--- config.mk ---
export PLATFORM = sky130hd
export DESIGN_NAME = llc_input_arbiter
export DESIGN_NICKNAME = d
export VERILOG_FILES = /design/src/rtl/llc_input_arbiter.sv
export SDC_FILE = /design/constraint.sdc
export NUM_CORES = 1
export LEC_CHECK = 0
export CORE_AREA = 3 3 94 96
export CTS_BUF_LIST = sky130_fd_sc_hd__clkbuf_4
export CTS_CLUSTER_SIZE = 25
export DETAILED_ROUTE_END_ITERATION = 8
export DIE_AREA = 0 0 97 99
export PLACE_DENSITY_LB_ADDON = 0.2
export SLEW_MARGIN = 0
export SYNTH_ARGS = -nofsm -noshare
export SYNTH_HDL_FRONTEND = slang
export SYNTH_SLANG_ARGS = --single-unit
export TNS_END_PERCENT = 30
--- constraint.sdc ---
create_clock -name clk -period 6.4 [get_ports clk]
set_clock_uncertainty 0.1 [all_clocks]
set_input_delay 0.64 -clock clk [delete_from_list [all_inputs] [get_ports clk]]
set_output_delay 0.64 -clock clk [all_outputs]
set_load 0.01 [all_outputs]
--- src/rtl/llc_input_arbiter.sv ---
// Front-end decoder for the LLC pipeline: picks one channel per decode strobe, ages losers so low
// priority channels cannot starve, runs the reset/flush set walk and flags stalled-request matches.
module llc_input_arbiter #(
    parameter int NUM_CH    = 4,
    parameter int SET_BITS  = 8,
    parameter int TAG_BITS  = 16,
    parameter int AGE_LIMIT = 15,
    parameter int RSP_CH    = 1
) (
    input  logic                            clk,
    input  logic                            rst,
    input  logic                            decode_en,
    input  logic [NUM_CH-1:0]               ch_valid,
    input  logic [NUM_CH-1:0]               ch_blocked,
    input  logic [NUM_CH*(TAG_BITS+SET_BITS)-1:0] ch_addr,
    input  logic                            walk_start,
    input  logic                            walk_is_flush,
    input  logic                            stall_valid,
    input  logic [SET_BITS-1:0]             stall_set,
    input  logic [TAG_BITS-1:0]             stall_tag,
    output logic [NUM_CH-1:0]               ch_pop,
    output logic                            grant_valid,
    output logic [NUM_CH-1:0]               grant_ch,
    output logic [SET_BITS-1:0]             grant_set,
    output logic [TAG_BITS-1:0]             grant_tag,
    output logic                            walk_active,
    output logic                            walk_flush,
    output logic                            walk_done,
    output logic                            clr_stall,
    output logic                            look
);

    localparam int LINE_BITS = TAG_BITS + SET_BITS;
    localparam int AGE_W     = $clog2(AGE_LIMIT + 1);
    localparam logic [AGE_W-1:0] AGE_MAX = AGE_W'(AGE_LIMIT);

    typedef enum logic {S_IDLE, S_WALK} walk_state_e;

    walk_state_e         state_q, state_d;
    logic [SET_BITS-1:0] walk_set_q, walk_set_d;
    logic                walk_flush_q, walk_flush_d;
    logic                walk_done_q, walk_done_d;

    logic [AGE_W-1:0]    age_q [NUM_CH];
    logic [AGE_W-1:0]    age_d [NUM_CH];

    logic                grant_valid_q;
    logic [NUM_CH-1:0]   grant_ch_q;
    logic [SET_BITS-1:0] grant_set_q;
    logic [TAG_BITS-1:0] grant_tag_q;
    logic                clr_stall_q;

    logic [SET_BITS-1:0] ch_set [NUM_CH];
    logic [TAG_BITS-1:0] ch_tag [NUM_CH];
    logic [NUM_CH-1:0]   eligible;
    logic [NUM_CH-1:0]   winner;
    logic [SET_BITS-1:0] win_set;
    logic [TAG_BITS-1:0] win_tag;
    logic                found_aged;
    logic                found_any;
    logic                stall_hit;

    assign walk_active = (state_q == S_WALK);

    for (genvar gi = 0; gi < NUM_CH; gi++) begin : g_ch
        assign ch_set[gi]   = ch_addr[gi*LINE_BITS +: SET_BITS];
        assign ch_tag[gi]   = ch_addr[gi*LINE_BITS + SET_BITS +: TAG_BITS];
        assign eligible[gi] = ch_valid[gi] & ~ch_blocked[gi] & ~walk_active;
    end

    // A saturated age beats fixed priority; the walk starves everyone via eligible.
    always_comb begin
        winner     = '0;
        found_aged = 1'b0;
        found_any  = 1'b0;
        for (int i = 0; i < NUM_CH; i++) begin
            if (!found_aged && eligible[i] && age_q[i] == AGE_MAX) begin
                winner[i]  = 1'b1;
                found_aged = 1'b1;
            end
        end
        if (!found_aged) begin
            for (int i = 0; i < NUM_CH; i++) begin
                if (!found_any && eligible[i]) begin
                    winner[i] = 1'b1;
                    found_any = 1'b1;
                end
            end
        end
    end

    always_comb begin
        win_set = '0;
        win_tag = '0;
        for (int i = 0; i < NUM_CH; i++) begin
            if (winner[i]) begin
                win_set = win_set | ch_set[i];
                win_tag = win_tag | ch_tag[i];
            end
        end
    end

    assign stall_hit = winner[RSP_CH] & stall_valid &
                       (win_set == stall_set) & (win_tag == stall_tag);

    always_comb begin
        for (int i = 0; i < NUM_CH; i++) begin
            age_d[i] = age_q[i];
            if (decode_en) begin
                if (winner[i])
                    age_d[i] = '0;
                else if (eligible[i] && age_q[i] != AGE_MAX)
                    age_d[i] = age_q[i] + AGE_W'(1);
            end
        end
    end

    always_comb begin
        state_d      = state_q;
        walk_set_d   = walk_set_q;
        walk_flush_d = walk_flush_q;
        walk_done_d  = 1'b0;
        case (state_q)
            S_IDLE: begin
                if (walk_start) begin
                    state_d      = S_WALK;
                    walk_set_d   = '0;
                    walk_flush_d = walk_is_flush;
                end
            end
            S_WALK: begin
                if (decode_en) begin
                    walk_set_d = walk_set_q + SET_BITS'(1);
                    if (&walk_set_q) begin
                        state_d      = S_IDLE;
                        walk_flush_d = 1'b0;
                        walk_done_d  = 1'b1;
                    end
                end
            end
            default: state_d = S_IDLE;
        endcase
    end

    always_ff @(posedge clk) begin
        if (!rst) begin
            state_q       <= S_IDLE;
            walk_set_q    <= '0;
            walk_flush_q  <= 1'b0;
            walk_done_q   <= 1'b0;
            grant_valid_q <= 1'b0;
            grant_ch_q    <= '0;
            grant_set_q   <= '0;
            grant_tag_q   <= '0;
            clr_stall_q   <= 1'b0;
            for (int i = 0; i < NUM_CH; i++) age_q[i] <= '0;
        end else begin
            state_q      <= state_d;
            walk_set_q   <= walk_set_d;
            walk_flush_q <= walk_flush_d;
            walk_done_q  <= walk_done_d;
            for (int i = 0; i < NUM_CH; i++) age_q[i] <= age_d[i];
            if (decode_en) begin
                grant_valid_q <= |winner;
                grant_ch_q    <= winner;
                grant_set_q   <= walk_active ? walk_set_q : win_set;
                grant_tag_q   <= win_tag;
                clr_stall_q   <= stall_hit;
            end
        end
    end

    assign ch_pop      = decode_en ? winner : '0;
    assign grant_valid = grant_valid_q;
    assign grant_ch    = grant_ch_q;
    assign grant_set   = grant_set_q;
    assign grant_tag   = grant_tag_q;
    assign walk_flush  = walk_flush_q;
    assign walk_done   = walk_done_q;
    assign clr_stall   = clr_stall_q;
    assign look        = grant_valid_q | (walk_active & walk_flush_q);

endmodule
# ---- Word-level counts from Yosys, hierarchy flattened
# Memories as Yosys holds them, arrays and structs flattened.
# Cells that the tools add are included.
dict set report word_totals {
  ff_bits 41
  latchBits 0
  mem_bits_rw 16
  romBits 0
  in_bits 134
  memories 1
}
dict set report classes {
  addsub 5
  n_mul 0
  n_div 0
  order_cmp 0
  n_eq_ne 13
  shifts 0
  muxes 58
  bitwise_logic 28
  reduce_logical 25
}
# name words word_bits rd rd_clocked_by_memory_dff wr line_no
set memory_table {}
lappend memory_table {age_q 4 4 4 0 4 44} ;# logic [AGE_W-1:0] age_q [NUM_CH];
# operator n
set ops {}
lappend ops {{two-way mux 4 bit} 18}
lappend ops {{two-way mux 16 bit} 4}
lappend ops {{two-way mux 8 bit} 7}
lappend ops {{bitwise OR 16 bit} 3}
lappend ops {{two-way mux 1 bit} 26}
lappend ops {{bitwise OR 8 bit} 3}
lappend ops {{adder 4 x 1 -> 4 bit (second input constant)} 4}
lappend ops {{== test 16 bit} 1}
lappend ops {{== test 4 bit (second input constant)} 4}
lappend ops {{inequality test 4 bit (second input constant)} 4}
lappend ops {{case mux 8 bit (2 select lines)} 1}
lappend ops {{logical AND 1 bit} 14}
lappend ops {{bitwise AND 1 bit} 12}
lappend ops {{adder 8 x 1 -> 8 bit (second input constant)} 1}
lappend ops {{== test 8 bit} 1}
lappend ops {{AND reduction 8 bit} 1}
lappend ops {{logical NOT 1 bit} 6}
lappend ops {{AND reduction 3 bit} 2}
lappend ops {{NOT 1 bit} 5}
lappend ops {{bitwise OR 1 bit} 5}
lappend ops {{inequality test 2 bit (second input constant)} 2}
lappend ops {{case mux 1 bit (2 select lines)} 2}
lappend ops {{OR reduction 4 bit} 1}
lappend ops {{inequality test 2 x 1 -> 1 bit (second input constant)} 1}
lappend ops {{AND reduction 2 bit} 1}

# ---- Longest topological paths before layout
dict set report logic_depth {
  depth_word 40
  depth_mapped 12
  depth_no_buf 10
}

# ---- Worst setup path after synthesis
# OpenSTA, ideal clock, no wires.
dict set report synth_timing {
  kind {input to register}
  startpoint {input port ch_blocked[3]}
  endpoint {register clr_stall_q (netlist: clr_stall)}
  setup_ps 69
  arrival_ps 2887
  path_slack_ps 3344
  stages 10
  path_cell_list {or3b_1 > a21o_1 > o22ai_1 > clkbuf_1 > nand3_1 > nand4_1 > xnor2_1 > nand4_1 > or4_1 > o21ai_1}
}
dict set report synth_via {
  elab_chain_len 17
  elab_cells_between_ends 29
  classes_between {eq/ne: 2; mux: 12; bitwise: 12; reduce/logical: 3}
}
# element line_no
set synth_lines {}
lappend synth_lines {{from (decl)} 14} ;# input logic [NUM_CH-1:0] ch_blocked,
lappend synth_lines {{NOT 1 bit *} 68} ;# assign eligible[gi] = ch_valid[gi] & ~ch_blocked[gi] & ~walk_active;
lappend synth_lines {{bitwise AND 1 bit * (2 in a row)} 68}
lappend synth_lines {{logical AND 1 bit (2 in a row)} 77} ;# if (!found_aged && eligible[i] && age_q[i] == AGE_MAX) begin
lappend synth_lines {{two-way mux 1 bit} 77}
lappend synth_lines {{two-way mux 4 bit *} 82} ;# if (!found_aged) begin
lappend synth_lines {{two-way mux 8 bit} 96} ;# if (winner[i]) begin
lappend synth_lines {{bitwise OR 8 bit} 97} ;# win_set = win_set | ch_set[i];
lappend synth_lines {{two-way mux 8 bit} 96}
lappend synth_lines {{bitwise OR 8 bit} 97}
lappend synth_lines {{two-way mux 8 bit} 96}
lappend synth_lines {{bitwise OR 8 bit} 97}
lappend synth_lines {{two-way mux 8 bit} 96}
lappend synth_lines {{== test 8 bit} 104} ;# (win_set == stall_set) & (win_tag == stall_tag);
lappend synth_lines {{bitwise AND 1 bit} 103} ;# assign stall_hit = winner[RSP_CH] & stall_valid &
lappend synth_lines {{bitwise AND 1 bit *} 104}
lappend synth_lines {{to (signal assigned)} 168} ;# clr_stall_q <= stall_hit;
lappend synth_lines {{to (decl)} 51} ;# logic clr_stall_q;
# Every way passes the cells marked *; elsewhere a longest branch is shown, timed or not.
# A chain may end at the register's enable or synchronous reset.

# ---- Worst setup path in the final report
dict set report layout_timing {
  startpoint {input port ch_valid[2]}
  endpoint {output port ch_pop[2]}
}
dict set report layout_via {
  elab_chain_len 11
  elab_cells_between_ends 14
  classes_between {mux: 6; bitwise: 2; reduce/logical: 6}
}
# element line_no
set layout_lines {}
lappend layout_lines {{from (decl)} 13} ;# input logic [NUM_CH-1:0] ch_valid,
lappend layout_lines {{bitwise AND 1 bit * (2 in a row)} 68}
lappend layout_lines {{logical AND 1 bit (2 in a row)} 77}
lappend layout_lines {{two-way mux 1 bit} 77}
lappend layout_lines {{logical NOT 1 bit} 77}
lappend layout_lines {{logical AND 1 bit (2 in a row)} 77}
lappend layout_lines {{two-way mux 1 bit} 77}
lappend layout_lines {{two-way mux 4 bit *} 82}
lappend layout_lines {{two-way mux 4 bit *} 173} ;# assign ch_pop = decode_en ? winner : '0;
lappend layout_lines {{to (decl)} 21} ;# output logic [NUM_CH-1:0] ch_pop,
# Marks and branches as above.

==> flow_summary.toml <==
[die]
die_h_um = 99
die_x_um = 97
io_pins = 172
initial_core_util = 0.453
coreArea_um2 = 8130
die_area_um2 = 9600
rows = 33

[synth]
ys_ff_latch = 57
synth_cells = 472
syn_area_um2 = 3680
async_flop_share = 0
synthTopCellsByArea = "dfxtp_1, a21oi_1, nand3_1"
synth_top_area_share = 0.310
yosys.area.top_type = "dfxtp_1"
syn_avg_cell_area_um2 = 7.80
synthFlopType = "dfxtp_1"
synth_edf_count = 0
syn_nets = 611
ys_seq_area_frac = 0.310
ys.warnings.count = 0
synth.distinct_cells = 56

[worst_setup_path]
r2r_slack_ps = 2740
crit_start = "ch_valid[2]"
worst-path-max-fanout = 19
timing.rr.start = "age_q[0][0]$_SDFFE_PN0P_"
worstPathRequired_ps = 5660
crit_path_start_kind = "input port"
critPathCaptureType = "primary output"
critical_path.reg2reg.endpoint = "clr_stall$_SDFFE_PN0P_"
path_class = "input port to primary output"
crit_arrival_ps = 3730
crit_end = "ch_pop[2]"
ff2ff_path_depth = 10

[grt]
grt_pass1_vias = 4363
antenna_found_initial = 0
grt_usage = 0.306
grt-ovfl-total = 0
grt_max_degree = 50
grt_pass1_wl_um = 23300

[route]
routed_wl_um = 15000
routed_via_density = 5.99
drc = 0
wire_per_inst_um = 20.2
drt_first_pass_iters = 6
ant_nets = 0
drt_iter0_markers = 252
vias = 4443

[finish]
nets = 772
final_common_cell = "clkdlybuf4s50_1"
layout_common_cells = "clkdlybuf4s50_1, dfxtp_1, nand2_1, nor2_1"
fin_area_um2 = 5600
final_layout_size_suffix_gt1_frac = 0.0612
area_growth_pct = 52.0
antenna_cells = 0

[clock_tree]
h-tree-depth = 3
cts_tree = "yes"
cts_buffers = 9
cts.hold.buffers_added = 0
clockRootBuffer = "clkbuf_4"
cts_setup_buffers = 0
cts-resized-gates = 0
path_clk_slew_ps = 110
cts_sinks = 57
cts_buffer_depth = 2
clkLatencyLatePin_ps = 410

[sta]
tns_ps = 0
fmax_ghz = 0.224
post-route-period-util = 0.698
hold_viol = 0
setup_violations = 0
relSlewSlack = 0.209
setup_slack_ps = 1930
worst_pin_slew_ps = 1180
timing.hold.ws_ps = 372
layout_min_cycle_time_ps = 4470
slew_viol_final = 0
rsz0062_at_grt = "no"

[pwr]
pwr_density_cell_nw_per_um2 = 160
power_uw = 893
ir_drop_mv = 0.283
leakagePower_uw = 0.00215

[place]
place.gp.congestion = 0.962
hpwl_um = 11400
place_ws_ps = 2030
io_buffers = 171
placed_area_um2 = 5470

[outcome]
outcome = "completed"

[min_path]
min_path_type = "flop to flop"

[job]
maxCapViolations = 0
state kept, by name (all words and copies together), names as in the netlist:
| name | cells |
|---|---|
| grant_ch | 4 |
| grant_valid | 1 |
| grant_tag | 16 |
| grant_set | 8 |
| clr_stall | 1 |
| walk_set_q | 8 |
| walk_active | 1 |
| walk_done | 1 |
| walk_flush | 1 |
| age_q | 16 |
area by class of cell:
type	instances	area, um^2
Clock inverter	6	60.1
Timing Repair Buffer	178	1760
Inverter	15	56.3
Clock buffer	9	67.6
Multi-Input combinational cell	372	2380
Tap cell	105	131
Fill cell	683	2540
Sequential cell	57	1140
cells in the mapped netlist, drive strengths merged (2+ instances only):
cell,n
a32oi,2
a2111o,3
or2,2
and2,11
nor3,5
nor2,43
ha,5
or3b,4
o21ai,17
nand2,44
nand3b,4
xor2,11
a22o,16
clkbuf,21
o21a,2
a22oi,7
o211ai,4
a21o,7
a21oi,39
mux2i,5
dfxtp,57
nor3b,4
buf,7
a211oi,10
inv,15
nand4,17
a221oi,5
o211a,5
nand2b,6
xnor2,21
and3,16
o22ai,2
nand3,39
nor4,2
o21bai,2
mux2,3
through the flow:
stage / utilization / cells
CTS: 0.688 / 742
finish: 0.688 / 742
global route: 0.688 / 742
detailed placement: 0.673 / 727
global placement: 0.673 / 727
floorplan: - / 472
worst min path at each step:
stage | slack, ps | end | depth (start not counted) | startpoint
after floorplan | 360 | walk_set_q[6]$_SDFFE_PN0P_ | 1 | walk_set_q[6]$_SDFFE_PN0P_
after global placement | 350 | clr_stall$_SDFFE_PN0P_ | 2 | clr_stall$_SDFFE_PN0P_
after detailed placement | 360 | grant_tag[7]$_SDFFE_PN0P_ | 2 | grant_tag[7]$_SDFFE_PN0P_
after CTS | 370 | grant_tag[7]$_SDFFE_PN0P_ | 2 | grant_tag[7]$_SDFFE_PN0P_
after global routing | 410 | grant_tag[1]$_SDFFE_PN0P_ | 2 | grant_tag[1]$_SDFFE_PN0P_
final | 370 | grant_tag[7]$_SDFFE_PN0P_ | 2 | grant_tag[7]$_SDFFE_PN0P_
logic make-up after synthesis:
group	Yosys count	share of synthesized area
AOI/OAI and AO/OA	127	0.246
xor gates and xnor gates	32	0.0761
adders and majority gates	5	0.0170
buffers and inverters	43	0.0472
DFF	57	0.310
muxes	8	0.0228
and+or+nand+nor	200	0.281
where the power goes:
part / leakage (uW) / internal, uW / switching [uW]
Clock: 0.0000692 / 115 / 139
Combinational: 0.00162 / 144 / 117
Sequential: 0.000465 / 368 / 10.0
metal layers:
| metal | vias to the layer above | routed length (um) | track usage |
|---|---|---|---|
| met3 | 47 | 1320 | 0.0771 |
| met1 | 2084 | 5830 | 0.362 |
| met5 | - | 0 | 0 |
| met4 | 0 | 544 | 0.121 |
| li1 | 2041 | - | - |
| met2 | 271 | 7270 | 0.531 |
worst max-delay path: stages:
cell and delay (ps):
clkdlybuf4s50_1 490, or3b_4 410, nor3_2 960, and2_1 410, nand2_1 110, inv_1 140
clkdlybuf4s50_1 570
Power figures use the tool's default switching activity.
